File: src/rtl/dir_controller_if.sv
// rtl/dir_controller_if.sv - request/message/ack bus between processors and the directory
//
// Purpose: groups the directory's bus-side handshakes into one bundle.
// Ports (signals):
//   req_valid/req_ready/req_op/req_src/req_tag/req_data  processor requests
//   msg_valid/msg_ready/msg_op/msg_dst/msg_tag/msg_data  directory messages
//   ack_valid/ack_src/ack_data                           owner fetch acknowledge
//   stale_wb                                             dropped-writeback pulse
// Modports: master = bus/processor side, slave = directory side.
interface dir_controller_if #(
  parameter int NUM_PROCS  = 2,
  parameter int NUM_BLOCKS = 8,
  parameter int DATA_W     = 16
);
  localparam int SRC_W = (NUM_PROCS  > 1) ? $clog2(NUM_PROCS)  : 1;
  localparam int TAG_W = (NUM_BLOCKS > 1) ? $clog2(NUM_BLOCKS) : 1;

  logic              req_valid;
  logic              req_ready;
  logic [1:0]        req_op;
  logic [SRC_W-1:0]  req_src;
  logic [TAG_W-1:0]  req_tag;
  logic [DATA_W-1:0] req_data;

  logic              msg_valid;
  logic              msg_ready;
  logic [1:0]        msg_op;
  logic [SRC_W-1:0]  msg_dst;
  logic [TAG_W-1:0]  msg_tag;
  logic [DATA_W-1:0] msg_data;

  logic              ack_valid;
  logic [SRC_W-1:0]  ack_src;
  logic [DATA_W-1:0] ack_data;

  logic              stale_wb;

  modport master (
    output req_valid, req_op, req_src, req_tag, req_data,
    output msg_ready, ack_valid, ack_src, ack_data,
    input  req_ready, msg_valid, msg_op, msg_dst, msg_tag, msg_data, stale_wb
  );

  modport slave (
    input  req_valid, req_op, req_src, req_tag, req_data,
    input  msg_ready, ack_valid, ack_src, ack_data,
    output req_ready, msg_valid, msg_op, msg_dst, msg_tag, msg_data, stale_wb
  );
endinterface

File: src/rtl/dir_controller.sv
// rtl/dir_controller.sv - parametrised full-map directory coherence controller
//
// Purpose: one entry (DI/DS/DM state, sharer vector, data) per block; serialises
// read-miss, write-miss and writeback requests and issues invalidate, fetch and
// data-reply messages.
// Ports:
//   clock  rising-edge clock
//   reset  asynchronous, active-high
//   bus    dir_controller_if.slave (requests in, messages out, owner acks in,
//          stale_wb pulse out)
module dir_controller #(
  parameter int NUM_PROCS  = 2,
  parameter int NUM_BLOCKS = 8,
  parameter int DATA_W     = 16
) (
  input logic             clock,
  input logic             reset,
  dir_controller_if.slave bus
);
  localparam int SRC_W = (NUM_PROCS  > 1) ? $clog2(NUM_PROCS)  : 1;
  localparam int TAG_W = (NUM_BLOCKS > 1) ? $clog2(NUM_BLOCKS) : 1;

  localparam logic [1:0] ST_DI = 2'd0;
  localparam logic [1:0] ST_DS = 2'd1;
  localparam logic [1:0] ST_DM = 2'd2;

  localparam logic [1:0] OP_RD = 2'b00;
  localparam logic [1:0] OP_WR = 2'b01;
  localparam logic [1:0] OP_WB = 2'b10;

  localparam logic [1:0] MSG_REPLY     = 2'b00;
  localparam logic [1:0] MSG_INV       = 2'b01;
  localparam logic [1:0] MSG_FETCH     = 2'b10;
  localparam logic [1:0] MSG_FETCH_INV = 2'b11;

  typedef enum logic [2:0] {IDLE, SEND_INV, SEND_FETCH, WAIT_ACK, REPLY} state_t;

  state_t state;

  logic [1:0]           ent_state   [NUM_BLOCKS];
  logic [NUM_PROCS-1:0] ent_sharers [NUM_BLOCKS];
  logic [DATA_W-1:0]    ent_data    [NUM_BLOCKS];

  // Transaction context captured on accept.
  logic [TAG_W-1:0]     tag_q;
  logic [SRC_W-1:0]     owner_q;
  logic [NUM_PROCS-1:0] inv_left_q;
  logic [1:0]           upd_state_q;
  logic [NUM_PROCS-1:0] upd_sharers_q;
  logic                 upd_data_q;   // reply carries fetched data to store

  logic              msg_valid_q;
  logic [1:0]        msg_op_q;
  logic [SRC_W-1:0]  msg_dst_q;
  logic [TAG_W-1:0]  msg_tag_q;
  logic [DATA_W-1:0] msg_data_q;
  logic              stale_q;

  assign bus.req_ready = (state == IDLE);
  assign bus.msg_valid = msg_valid_q;
  assign bus.msg_op    = msg_op_q;
  assign bus.msg_dst   = msg_dst_q;
  assign bus.msg_tag   = msg_tag_q;
  assign bus.msg_data  = msg_data_q;
  assign bus.stale_wb  = stale_q;

  function automatic logic [NUM_PROCS-1:0] onehot(input logic [SRC_W-1:0] s);
    onehot = '0;
    for (int i = 0; i < NUM_PROCS; i++)
      if (s == SRC_W'(i)) onehot[i] = 1'b1;
  endfunction

  function automatic logic [SRC_W-1:0] lowest(input logic [NUM_PROCS-1:0] v);
    lowest = '0;
    for (int i = NUM_PROCS - 1; i >= 0; i--)
      if (v[i]) lowest = SRC_W'(i);
  endfunction

  // Decode of the entry addressed by the incoming request.
  logic                 blk_ok;
  logic [1:0]           cur_st;
  logic [NUM_PROCS-1:0] cur_sh;
  logic [DATA_W-1:0]    cur_data;
  logic [NUM_PROCS-1:0] p_bit;
  logic [NUM_PROCS-1:0] others;
  logic [SRC_W-1:0]     cur_owner;
  logic [SRC_W-1:0]     first_inv;
  logic                 is_owner;

  always_comb begin
    blk_ok   = (32'(bus.req_tag) < NUM_BLOCKS);
    cur_st   = ST_DI;
    cur_sh   = '0;
    cur_data = '0;
    if (blk_ok) begin
      cur_st   = ent_state[bus.req_tag];
      cur_sh   = ent_sharers[bus.req_tag];
      cur_data = ent_data[bus.req_tag];
    end
    p_bit     = onehot(bus.req_src);
    others    = cur_sh & ~p_bit;
    cur_owner = lowest(cur_sh);
    first_inv = lowest(others);
    is_owner  = (cur_st == ST_DM) && (cur_sh == p_bit);
  end

  always_ff @(posedge clock or posedge reset) begin
    if (reset) begin
      state         <= IDLE;
      tag_q         <= '0;
      owner_q       <= '0;
      inv_left_q    <= '0;
      upd_state_q   <= ST_DI;
      upd_sharers_q <= '0;
      upd_data_q    <= 1'b0;
      msg_valid_q   <= 1'b0;
      msg_op_q      <= '0;
      msg_dst_q     <= '0;
      msg_tag_q     <= '0;
      msg_data_q    <= '0;
      stale_q       <= 1'b0;
      for (int b = 0; b < NUM_BLOCKS; b++) begin
        ent_state[b]   <= ST_DI;
        ent_sharers[b] <= '0;
        ent_data[b]    <= '0;
      end
    end else begin
      stale_q <= 1'b0;
      case (state)
        IDLE: begin
          if (bus.req_valid && blk_ok) begin
            tag_q      <= bus.req_tag;
            owner_q    <= cur_owner;
            upd_data_q <= 1'b0;
            msg_tag_q  <= bus.req_tag;
            case (bus.req_op)
              OP_RD: begin
                upd_state_q   <= ST_DS;
                upd_sharers_q <= cur_sh | p_bit;  // {o,p} when fetching from owner o
                msg_valid_q   <= 1'b1;
                if (cur_st == ST_DM && !is_owner) begin
                  upd_data_q <= 1'b1;
                  msg_op_q   <= MSG_FETCH;
                  msg_dst_q  <= cur_owner;
                  msg_data_q <= '0;
                  state      <= SEND_FETCH;
                end else begin
                  if (is_owner) begin
                    upd_state_q   <= ST_DM;
                    upd_sharers_q <= cur_sh;
                  end
                  msg_op_q   <= MSG_REPLY;
                  msg_dst_q  <= bus.req_src;
                  msg_data_q <= cur_data;
                  state      <= REPLY;
                end
              end
              OP_WR: begin
                upd_state_q   <= ST_DM;
                upd_sharers_q <= p_bit;
                msg_valid_q   <= 1'b1;
                if (cur_st == ST_DM && !is_owner) begin
                  upd_data_q <= 1'b1;
                  msg_op_q   <= MSG_FETCH_INV;
                  msg_dst_q  <= cur_owner;
                  msg_data_q <= '0;
                  state      <= SEND_FETCH;
                end else if (cur_st == ST_DS && others != '0) begin
                  msg_op_q   <= MSG_INV;
                  msg_dst_q  <= first_inv;
                  msg_data_q <= '0;
                  inv_left_q <= others & ~onehot(first_inv);
                  state      <= SEND_INV;
                end else begin
                  msg_op_q   <= MSG_REPLY;
                  msg_dst_q  <= bus.req_src;
                  msg_data_q <= cur_data;
                  state      <= REPLY;
                end
              end
              OP_WB: begin
                // Only the current owner's writeback is meaningful; it
                // commits immediately and leaves the FSM in IDLE.
                if (is_owner) begin
                  ent_state[bus.req_tag]   <= ST_DI;
                  ent_sharers[bus.req_tag] <= '0;
                  ent_data[bus.req_tag]    <= bus.req_data;
                end else begin
                  stale_q <= 1'b1;
                end
              end
              default: ;
            endcase
          end
        end

        SEND_INV: begin
          if (bus.msg_ready) begin
            if (inv_left_q != '0) begin
              msg_dst_q  <= lowest(inv_left_q);
              inv_left_q <= inv_left_q & ~onehot(lowest(inv_left_q));
            end else begin
              msg_op_q   <= MSG_REPLY;
              msg_dst_q  <= lowest(upd_sharers_q);
              msg_data_q <= ent_data[tag_q];
              state      <= REPLY;
            end
          end
        end

        SEND_FETCH: begin
          if (bus.msg_ready) begin
            msg_valid_q <= 1'b0;
            msg_op_q    <= '0;
            msg_dst_q   <= '0;
            msg_tag_q   <= '0;
            state       <= WAIT_ACK;
          end
        end

        WAIT_ACK: begin
          if (bus.ack_valid && bus.ack_src == owner_q) begin
            msg_valid_q <= 1'b1;
            msg_op_q    <= MSG_REPLY;
            // Requester is the sole new sharer on a write, and the non-owner
            // sharer on a read.
            msg_dst_q   <= lowest(upd_sharers_q & ~onehot(owner_q));
            msg_tag_q   <= tag_q;
            msg_data_q  <= bus.ack_data;
            state       <= REPLY;
          end
        end

        REPLY: begin
          if (bus.msg_ready) begin
            ent_state[tag_q]   <= upd_state_q;
            ent_sharers[tag_q] <= upd_sharers_q;
            if (upd_data_q) ent_data[tag_q] <= msg_data_q;
            msg_valid_q <= 1'b0;
            msg_op_q    <= '0;
            msg_dst_q   <= '0;
            msg_tag_q   <= '0;
            msg_data_q  <= '0;
            state       <= IDLE;
          end
        end

        default: state <= IDLE;
      endcase
    end
  end
endmodule

File: src/flat_wrapper.sv
// flat-port wrapper written by rule: the top's interface ports become plain ports
module dir_controller_flat 
#(
  parameter int NUM_PROCS  = 2,
  parameter int NUM_BLOCKS = 8,
  parameter int DATA_W     = 16
)
  (clock, reset, bus_req_valid, bus_req_op, bus_req_src, bus_req_tag, bus_req_data, bus_msg_ready, bus_ack_valid, bus_ack_src, bus_ack_data, bus_req_ready, bus_msg_valid, bus_msg_op, bus_msg_dst, bus_msg_tag, bus_msg_data, bus_stale_wb);
  dir_controller_if #(.NUM_PROCS(NUM_PROCS), .NUM_BLOCKS(NUM_BLOCKS), .DATA_W(DATA_W)) bus_i ();
  input logic clock;
  input logic reset;
  input wire logic [$bits(bus_i.req_valid)-1:0] bus_req_valid;
  input wire logic [$bits(bus_i.req_op)-1:0] bus_req_op;
  input wire logic [$bits(bus_i.req_src)-1:0] bus_req_src;
  input wire logic [$bits(bus_i.req_tag)-1:0] bus_req_tag;
  input wire logic [$bits(bus_i.req_data)-1:0] bus_req_data;
  input wire logic [$bits(bus_i.msg_ready)-1:0] bus_msg_ready;
  input wire logic [$bits(bus_i.ack_valid)-1:0] bus_ack_valid;
  input wire logic [$bits(bus_i.ack_src)-1:0] bus_ack_src;
  input wire logic [$bits(bus_i.ack_data)-1:0] bus_ack_data;
  output wire logic [$bits(bus_i.req_ready)-1:0] bus_req_ready;
  output wire logic [$bits(bus_i.msg_valid)-1:0] bus_msg_valid;
  output wire logic [$bits(bus_i.msg_op)-1:0] bus_msg_op;
  output wire logic [$bits(bus_i.msg_dst)-1:0] bus_msg_dst;
  output wire logic [$bits(bus_i.msg_tag)-1:0] bus_msg_tag;
  output wire logic [$bits(bus_i.msg_data)-1:0] bus_msg_data;
  output wire logic [$bits(bus_i.stale_wb)-1:0] bus_stale_wb;
  assign bus_i.req_valid = bus_req_valid;
  assign bus_i.req_op = bus_req_op;
  assign bus_i.req_src = bus_req_src;
  assign bus_i.req_tag = bus_req_tag;
  assign bus_i.req_data = bus_req_data;
  assign bus_i.msg_ready = bus_msg_ready;
  assign bus_i.ack_valid = bus_ack_valid;
  assign bus_i.ack_src = bus_ack_src;
  assign bus_i.ack_data = bus_ack_data;
  assign bus_req_ready = bus_i.req_ready;
  assign bus_msg_valid = bus_i.msg_valid;
  assign bus_msg_op = bus_i.msg_op;
  assign bus_msg_dst = bus_i.msg_dst;
  assign bus_msg_tag = bus_i.msg_tag;
  assign bus_msg_data = bus_i.msg_data;
  assign bus_stale_wb = bus_i.stale_wb;
  dir_controller #(.NUM_PROCS(NUM_PROCS), .NUM_BLOCKS(NUM_BLOCKS), .DATA_W(DATA_W)) u_core (.clock(clock), .reset(reset), .bus(bus_i));
endmodule
File: config.mk
export PLATFORM = sky130hd
export DESIGN_NAME = dir_controller_flat
export DESIGN_NICKNAME = d
export VERILOG_FILES = /design/src/rtl/dir_controller_if.sv /design/src/rtl/dir_controller.sv /design/src/flat_wrapper.sv
export SDC_FILE = /design/constraint.sdc
export NUM_CORES = 1
export LEC_CHECK = 0
export CORE_MARGIN = 2
export CORE_UTILIZATION = 60
export CTS_CLUSTER_SIZE = 40
export DETAILED_ROUTE_END_ITERATION = 16
export GPL_TIMING_DRIVEN = 0
export PLACE_DENSITY = 0.8
export SKIP_CTS_REPAIR_TIMING = 1
export SYNTH_ARGS = -nofsm -noshare
export SYNTH_HDL_FRONTEND = slang
export SYNTH_SLANG_ARGS = --single-unit
File: constraint.sdc
create_clock -name clock -period 8.1 [get_ports clock]
set_clock_uncertainty 0.1 [all_clocks]
set_input_delay 1.62 -clock clock [delete_from_list [all_inputs] [get_ports clock]]
set_output_delay 1.62 -clock clock [all_outputs]
set_load 0.05 [all_outputs]
; ---- After elaboration in Yosys (flattened, before gate mapping)
; Cells that the tools add are included.
[op_classes]
n_addsub = 0
multipliers = 0
div = 0
n_lt_le_gt_ge = 4
eq_ne = 26
shift = 0
mux = 148
bitwise = 14
n_reduce_logical = 30
[ops]
columns = op, n
row1 = 2-to-1 mux 128 bit, 5
row2 = 2-to-1 mux 16 bit, 22
row3 = bitwise mux 128 bit, 2
row4 = case mux 128 bit (2 select lines), 1
row5 = binary-select mux 16 bit (select 3 bit), 2
row6 = demux 16 bit (select 3 bit), 2
row7 = case mux 16 bit (2 select lines), 3
row8 = case mux 16 bit (4 select lines), 1
row9 = 2-to-1 mux 1 bit, 59
row10 = 2-to-1 mux 2 bit, 23
row11 = 2-to-1 mux 3 bit, 11
row12 = bitwise AND 16 bit, 2
row13 = bitwise mux 16 bit, 2
row14 = AND reduction 7 bit, 4
row15 = "inequality test 2 x 1 -> 1 bit, second input constant", 8
row16 = inverter 16 bit, 1
row17 = case mux 2 bit (2 select lines), 4
row18 = case mux 3 bit (5 select lines), 1
row19 = "inequality test 2 bit, second input constant", 7
row20 = binary-select mux 2 bit (select 3 bit), 2
row21 = demux 2 bit (select 3 bit), 2
row22 = AND reduction 6 bit, 2
row23 = AND reduction 5 bit, 2
row24 = nonzero test 2 bit, 5
row25 = 30 further kinds, 49
[word_totals]
register_bits = 198
latch_bits = 0
ramBits = 0
romBits = 0
output_inout_bits = 25
elab_cells = 259
n_memories = 0

; ---- Logic depth before layout (Yosys ltp)
; Gate-level depths: netlist of the first run.
[depth]
ltp_word = 20
mapped_depth = 12
ltp_nobuf = 9

; ---- Worst setup path before layout of the first run
; Ideal clock, no wire load.
[synth_path]
path_kind = in2reg
startpoint = input bus_req_tag[0]
endpoint = register u_core.ent_data[111] in the netlist's numbering
arrival_ns = 4.201
required_time_ns = 7.872
setup_slack_ns = 3.671
stages = 11
path_cell_list = buf_4 > buf_6 > mux4_2 > mux2i_4 > ha_1 > nor2_1 > nand4b_1 > o32ai_4 > buf_2 > buf_2 > a2bb2oi_2
[synth_via]
elab_chain_len = 10
word_cells_on_any_way = 22
cone_classes = 2 x order compare / 3 x eq/ne / 13 x mux / 1 x bitwise / 3 x reduce/logical
[synth_rtl]
columns = element, line
row1 = from (decl), flat_wrapper.sv:15  ; input wire logic [$bits(bus_i.req_tag)-1:0] bus_req_tag;
row2 = inverter 3 -> 4 bit (not written as such) *, "dir_controller.sv:96, dir_controller.sv:97, dir_controller.sv:187"
row3 = greater-or-equal comparator 4 bit (not written as such) / less-than comparator 4 x 1 -> 1 bit (equally long branches), dir_controller.sv:187  ; ent_data[bus.req_tag] <= bus.req_data;
row4 = logical AND 1 bit (not written as such), dir_controller.sv:187
row5 = 2-to-1 mux 16 bit (not written as such), dir_controller.sv:187
row6 = demux 16 bit (select 3 bit), dir_controller.sv:187
row7 = bitwise mux 128 bit, dir_controller.sv:187
row8 = 2-to-1 mux 128 bit, dir_controller.sv:184  ; if (is_owner) begin
row9 = 2-to-1 mux 128 bit, dir_controller.sv:136  ; case (bus.req_op)
row10 = 2-to-1 mux 128 bit, dir_controller.sv:131  ; if (bus.req_valid && blk_ok) begin
row11 = case mux 128 bit (2 select lines), dir_controller.sv:129  ; case (state)
row12 = "to (signal, indexed assignment)", dir_controller.sv:187
row13 = "to (signal, indexed assignment)", dir_controller.sv:238  ; if (upd_data_q) ent_data[tag_q] <= msg_data_q;
row14 = to (decl), dir_controller.sv:42  ; logic [DATA_W-1:0] ent_data [NUM_BLOCKS];
; Every way passes the cells marked *; elsewhere a longest branch is shown, timed or not. The select of a mux whose other input is x is not followed.
; A chain may end at the register's enable or synchronous reset.

; ---- Worst setup path after layout of the first run
[layout_path]
startpoint = input bus_req_tag[2]
endpoint = register u_core.ent_data[60] in the netlist's numbering
; The elaborated chain is that of the path after synthesis.

==> flow_summary_export.csv, run 1 <==
group,metric,value,unit
grt,grt_max_degree,112,
sta,setup_viol,0,
worst_setup_path,cp_max_fo,10,
clock_tree,cts_tree,"yes",
grt,antenna_found_initial,2,
clock_tree,insertion_delay,0.46,ns
route,postRouteWirelength,50800,microns
worst_setup_path,r2r-start,"u_core.state[2]",
yosys,synthesis.instances,1147,
yosys,syn-num-nets,1195,
sta,slew_violations,0,
worst_setup_path,crit_type,"in -> reg",
yosys,synth_top_area_frac,0.406,
yosys,ys_seq_area_frac,0.406,
worst_setup_path,startpoint,"bus_req_tag[2]",
yosys,ys_seq_elements,198,
job,maxCapViolCount,0,
layout,layout_common_cells,"198 x dfrtp_1, 145 x o22ai_1, 80 x a2bb2oi_2",
floorplanning,die_h,147,microns
outcome,status,"completed",
grt,grt_use_total,0.474,
grt,overflow,0,
layout,nets,1265,
floorplanning,die_area,0.0215,sq mm
worst_setup_path,worstSetupStartpointType,"input pin",
clock_tree,htreeDepth,4,
yosys,synth_area_leaders,"dfrtp_1 41%, a2bb2oi_2 9.8%, o22ai_1 7.4%, mux4_2 4.4%, a2bb2oi_1 3.6%",
layout,multi_input_area,0.00652,sq mm
sta,slew_headroom,0.281,
route,drtIter0Drc,2185,
placement,dp_hpwl,34000,microns
pwr,max-vdd-ir-drop,0.000224,V
hold_path,min_path_type,"reg -> reg",
route,wl_per_cell,33.9,microns
route,ant_nets,0,
layout,syn_to_final_growth,12.4,%
route,drc,0,
yosys,synth_ff_type,"dfrtp_1",
yosys,synth_area,0.0122,sq mm
worst_setup_path,crit_required,8.32,ns
yosys,synth.avg_cell_area,10.6,sq um
worst_setup_path,arrival,5.73,ns
sta,period_needed,5.51,ns
floorplanning,die_w,147,microns
sta,finalSetupTns,0,ns
sta,fin_crit_sh,0.681,
clock_tree,numCtsBuffers,17,
route,dr.pass1.iters,7,
sta,hold_viol_final,0,
route,viasPerCell,7.96,
hold_path,hp-start,"u_core.bus.msg_tag[2]",
layout,drive_above_1_share,0.180,
grt,grt_first_pass_wirelength,74100,microns
grt,first_global_vias,11400,
layout,regArea,0.00495,sq mm
clock_tree,cts.sinks,198,
clock_tree,clockBufferDepth,2,
route,num_vias,11900,
floorplanning,rows,52,
sta,rsz0062_at_grt,"false",
yosys,yosysUniqueCellTypes,70,
clock_tree,cts-root-buf,"clkbuf_16",
pwr,p_per_area,419,mW/mm^2
placement,place.port_buffers,50,
yosys,yosysWarnings,0,
placement,routabilityCongestion,1.08,
yosys,synth_edf_count,0,
layout,fillerInstances,1538,
clock_tree,clk_pin_slew,0.07,ns
worst_setup_path,setup.worst_path.end_class,"flop",
floorplanning,core,0.0201,sq mm
yosys,async_flop_share,1.00,
floorplanning,io_pins,69,
yosys,yosys.area.top_type,"dfrtp_1",
layout,final_common_cell,"dfrtp_1",
pwr,p_leak,5.52,nW
sta,worst_pin_slew,1.08,ns
floorplanning,initial_utilization,0.607,
sta,fmax,181,MHz
pwr,p_total,0.00574,W
[logic make-up after synthesis]
logic type | Yosys count | synth area share
compound gates | 498 | 0.348
xor+xnor | 1 | 0.000718
fa+ha+maj | 4 | 0.00410
buf+inv | 157 | 0.0592
flops | 198 | 0.406
mux | 86 | 0.0991
simple gates | 203 | 0.0832
[flip-flops by register name, indices dropped and copies added (netlist names)]
signal                cells
u_core.bus.msg_op         2
u_core.bus.msg_tag        3
u_core.ent_data         128
u_core.tag_q              3
u_core.bus.msg_valid      1
u_core.owner_q            1
u_core.upd_sharers_q      2
u_core.bus.stale_wb       1
u_core.upd_data_q         1
u_core.upd_state_q        2
u_core.bus.msg_data      16
u_core.inv_left_q         2
u_core.ent_state         16
u_core.bus.msg_dst        1
u_core.ent_sharers       16
u_core.state              3
[layer usage]
| layer | global-route usage | part of all wire |
|---|---|---|
| met1 | 0.629 | 0.36 |
| met2 | 0.633 | 0.39 |
| met3 | 0.210 | 0.17 |
| met4 | 0.283 | 0.074 |
| met5 | 0.0523 | 0.0044 |
[per-stage QoR]
step	cell area, sq um	worst slack, ns	std cells	util	hold WS [ns]
after floorplan	12200	0.983	1147	-	0.344
after global placement	13000	-1.76	1467	0.648	0.359
after detailed placement	13100	2.31	1468	0.650	0.367
after CTS	13700	2.76	1499	0.682	0.386
after global routing	13700	2.46	1499	0.682	0.399
final	13700	2.59	1500	0.682	0.382
[layout make-up]
| type | count | share of cell area |
|---|---|---|
| Antenna cell | 1 | 0.000183 |
| Sequential cell | 198 | 0.361 |
| Timing Repair Buffer | 51 | 0.0385 |
| Clock buffer | 19 | 0.0323 |
| Inverter | 19 | 0.00575 |
| Buffer | 138 | 0.0475 |
| Multi-Input combinational cell | 792 | 0.476 |
| Clock inverter | 12 | 0.0140 |
| Tap cell | 270 | 0.0246 |
[final timing paths]
| kind | endpoint | slack [ns] | cells past startpoint |
|---|---|---|---|
| setup / recovery | u_core.ent_data[60] | 2.59 | 12 |
| hold / removal | u_core.bus.msg_tag[2] | 0.38 | 2 |
| setup reg to reg | u_core.bus.msg_data[6] | 4.08 | 9 |
| hold reg to reg | u_core.bus.msg_tag[2] | 0.38 | 2 |
| max in group asynchronous | u_core.ent_state[5] | 5.32 | 3 |
| min in group asynchronous | u_core.ent_data[117] | 1.55 | 2 |
[Yosys cell counts (8+ instances only)]
cell type,number
a21oi_1,38
a221o_1,15
a221oi_1,13
a22oi_1,15
a2bb2oi_1,50
a2bb2oi_2,80
and2_1,10
buf_1,40
buf_2,31
buf_6,12
clkbuf_1,54
dfrtp_1,198
inv_1,19
mux2_2,27
mux2i_1,33
mux4_2,24
nand2_1,57
nand2b_1,9
nand3_1,14
nor2_1,51
nor2b_1,15
nor3_1,17
o21ai_0,42
o22ai_1,145
o2bb2ai_1,18
o311ai_0,8
[critical path: stages]
cell and delay (ns):
clkdlybuf4s50_1 0.54, buf_6 0.17, buf_2 0.28, mux4_2 0.34
mux2i_1 0.38, ha_1 0.32, nor2_1 0.34, nand4b_1 0.20
o32ai_4 0.51, buf_2 0.40, buf_2 0.49, a2bb2oi_1 0.13
[where the power goes]
part | internal, W | switching [W]
Clock | 0.000532 | 0.000429
Combinational | 0.00118 | 0.00171
Sequential | 0.00143 | 0.000451
Note: power is estimated with default switching activity, not from simulation.
==> run 2: changes to the inputs <==
--- a/config.mk
+++ b/config.mk
@@ -6,11 +6,11 @@
 export NUM_CORES = 1
 export LEC_CHECK = 0
 export CORE_MARGIN = 2
-export CORE_UTILIZATION = 60
+export CORE_UTILIZATION = 55
 export CTS_CLUSTER_SIZE = 40
 export DETAILED_ROUTE_END_ITERATION = 16
 export GPL_TIMING_DRIVEN = 0
-export PLACE_DENSITY = 0.8
+export PLACE_DENSITY = 0.77
 export SKIP_CTS_REPAIR_TIMING = 1
 export SYNTH_ARGS = -nofsm -noshare
 export SYNTH_HDL_FRONTEND = slang
==> constraint.sdc (replaced) <==
create_clock -name clock -period 5 [get_ports clock]
set_clock_uncertainty 0.1 [all_clocks]
set_input_delay 1 -clock clock [delete_from_list [all_inputs] [get_ports clock]]
set_output_delay 1 -clock clock [all_outputs]
set_load 0.05 [all_outputs]
==> run 2 against run 1 <==
Against the previous run:
- via count down 0.95%
- worst setup slack worse by 2.4 ns
- sequential cell count unchanged
- largest cell class unchanged
- first-iteration DRC count down 21%
- largest power group unchanged
- highest routed layer unchanged
- final area up 0.32%
- global-route usage down 1.8 points
- die area up 8.8%
- critical path type unchanged
==> flow_summary_export.csv, run 2 (synthesis results as in run 1) <==
group,metric,value,unit
worst_setup_path,critPathBufInv,5,
worst_setup_path,setup.worst_path.end_class,"flop",
job,maxCapViolCount,0,
clock_tree,htreeDepth,4,
layout,largest_reg_flops,128,
grt,overflow,0,
route,dr.pass1.iters,6,
clock_tree,clk_pin_slew,0.08,ns
placement,dp_hpwl,35900,microns
floorplanning,io_pins,69,
sta,setup_viol,0,
layout,final_common_cell,"dfrtp_1",
floorplanning,die_area,0.0234,sq mm
hold_path,min_path_type,"reg -> reg",
layout,syn_to_final_growth,12.7,%
worst_setup_path,r2r-start,"u_core.state[2]",
sta,fin_crit_sh,0.965,
sta,fmax,207,MHz
layout,layout_common_cells,"198 x dfrtp_1, 145 x o22ai_1, 80 x a2bb2oi_2",
sta,fin_ws,0.174,ns
worst_setup_path,crit_family,"buffers and inverters",
worst_setup_path,max_stage_delay,0.55,ns
floorplanning,die_h,153,microns
pwr,p_leak,5.53,nW
worst_setup_path,crit_path_frequent_cell,"buf_2",
clock_tree,clockBufferDepth,2,
route,wl_per_cell,35.3,microns
sta,hold_viol_final,0,
floorplanning,initial_utilization,0.559,
route,ant_nets,0,
worst_setup_path,crit_slowest_cell,"clkdlybuf4s50_1",
worst_setup_path,crit_type,"in -> reg",
grt,antenna_found_initial,1,
floorplanning,rows,54,
hold_path,hp-start,"u_core.bus.msg_tag[2]",
worst_setup_path,cp_max_fo,10,
clock_tree,numCtsBuffers,17,
layout,drive_above_1_share,0.184,
pwr,p_per_area,676,mW/mm^2
layout,nets,1269,
sta,slew_violations,0,
grt,grt_first_pass_wirelength,78000,microns
sta,slew_headroom,0.235,
outcome,status,"completed",
layout,multi_input_area,0.00652,sq mm
clock_tree,cts.sinks,198,
sta,worst_pin_slew,1.15,ns
layout,regArea,0.00495,sq mm
worst_setup_path,arrival,5.04,ns
grt,first_global_vias,11700,
worst_setup_path,crit_chain,"clkdlybuf4s50_1 > buf_6 > buf_2 > mux4_2 > mux2i_1 > ha_1 > nor2_1 > nand4b_1 > o32ai_4 > buf_2 > buf_2 > a2bb2oi_1",
sta,finalSetupTns,0,ns
route,num_vias,11800,
worst_setup_path,regToRegSetupSlack,0.56,ns
worst_setup_path,startpoint,"bus_req_tag[2]",
layout,regMostFlops,"u_core.ent_data",
route,drtIter0Drc,1737,
layout,fillerInstances,1765,
route,drc,0,
floorplanning,die_w,153,microns
pwr,max-vdd-ir-drop,0.000272,V
placement,dp_worst_setup_slack,-0.200,ns
sta,period_needed,4.83,ns
placement,place.port_buffers,50,
grt,grt_use_total,0.457,
floorplanning,core,0.0218,sq mm
placement,placed_area,0.0132,sq mm
route,postRouteWirelength,53500,microns
grt,grt_max_degree,41,
layout,stdcell_area,0.0138,sq mm
clock_tree,cts-root-buf,"clkbuf_16",
clock_tree,insertion_delay,0.46,ns
route,viasPerCell,7.81,
placement,routabilityCongestion,1.06,
sta,rsz0062_at_grt,"false",
worst_setup_path,worstSetupStartpointType,"input pin",
clock_tree,cts_tree,"yes",
worst_setup_path,crit_required,5.22,ns
[run 2: final timing paths]
path	endpoint	cells past startpoint
setup / recovery	u_core.ent_data[59]	12
hold / removal	u_core.bus.msg_tag[2]	2
setup reg to reg	u_core.bus.msg_data[6]	9
hold reg to reg	u_core.bus.msg_tag[2]	2
max in group asynchronous	u_core.ent_data[59]	4
min in group asynchronous	u_core.bus.msg_data[5]	2
[run 2: worst reg2reg max path, cell delays in order, from the launching register on]
cell and delay (ns):
dfrtp_1 0.42, clkbuf_1 0.22, nor2b_1 0.19, clkbuf_1 0.68
o211ai_1 0.28, nand4_1 0.21, clkbuf_1 0.87, clkbuf_1 0.86
mux2i_1 0.31, o41ai_1 0.13
[run 2: area by class of cell]
| cell class | count | share of cell area |
|---|---|---|
| inverter | 19 | 0.00546 |
| tap | 280 | 0.0255 |
| multi-input combinational | 792 | 0.474 |
| clock buffer | 17 | 0.0309 |
| antenna | 1 | 0.000182 |
| clock inverter | 15 | 0.0125 |
| timing repair buffer | 55 | 0.0437 |
| sequential | 198 | 0.360 |
| buffer | 138 | 0.0473 |
[run 2: layer usage]
| layer | up-vias | track usage | part of all wire | wire length, microns |
|---|---|---|---|---|
| met2 | 1100 | 0.623 | 0.40 | 21500 |
| met4 | 2 | 0.313 | 0.081 | 4350 |
| met1 | 5710 | 0.580 | 0.36 | 19100 |
| met5 | - | 0.0186 | 0.0011 | 57 |
| li1 | 4684 | - | - | - |
| met3 | 330 | 0.199 | 0.16 | 8500 |
[run 2: through the flow]
stage                     std cells  utilization  power [W]  hold WS (ns)
after floorplan                1147            -    0.00603         0.344
after global placement         1477        0.598    0.00748         0.358
after detailed placement       1482        0.603    0.00756         0.368
after CTS                      1514        0.630    0.00901         0.387
after global routing           1514        0.630    0.00955         0.402
final                          1515        0.630    0.00930         0.379
[run 2: report_power, final]
| group | leakage (nW) | switching, W | internal [W] |
|---|---|---|---|
| clock | 0.277 | 0.000725 | 0.000751 |
| combinational | 2.76 | 0.00288 | 0.00193 |
| sequential | 2.49 | 0.000698 | 0.00232 |
| total | 5.53 | 0.00430 | 0.00500 |
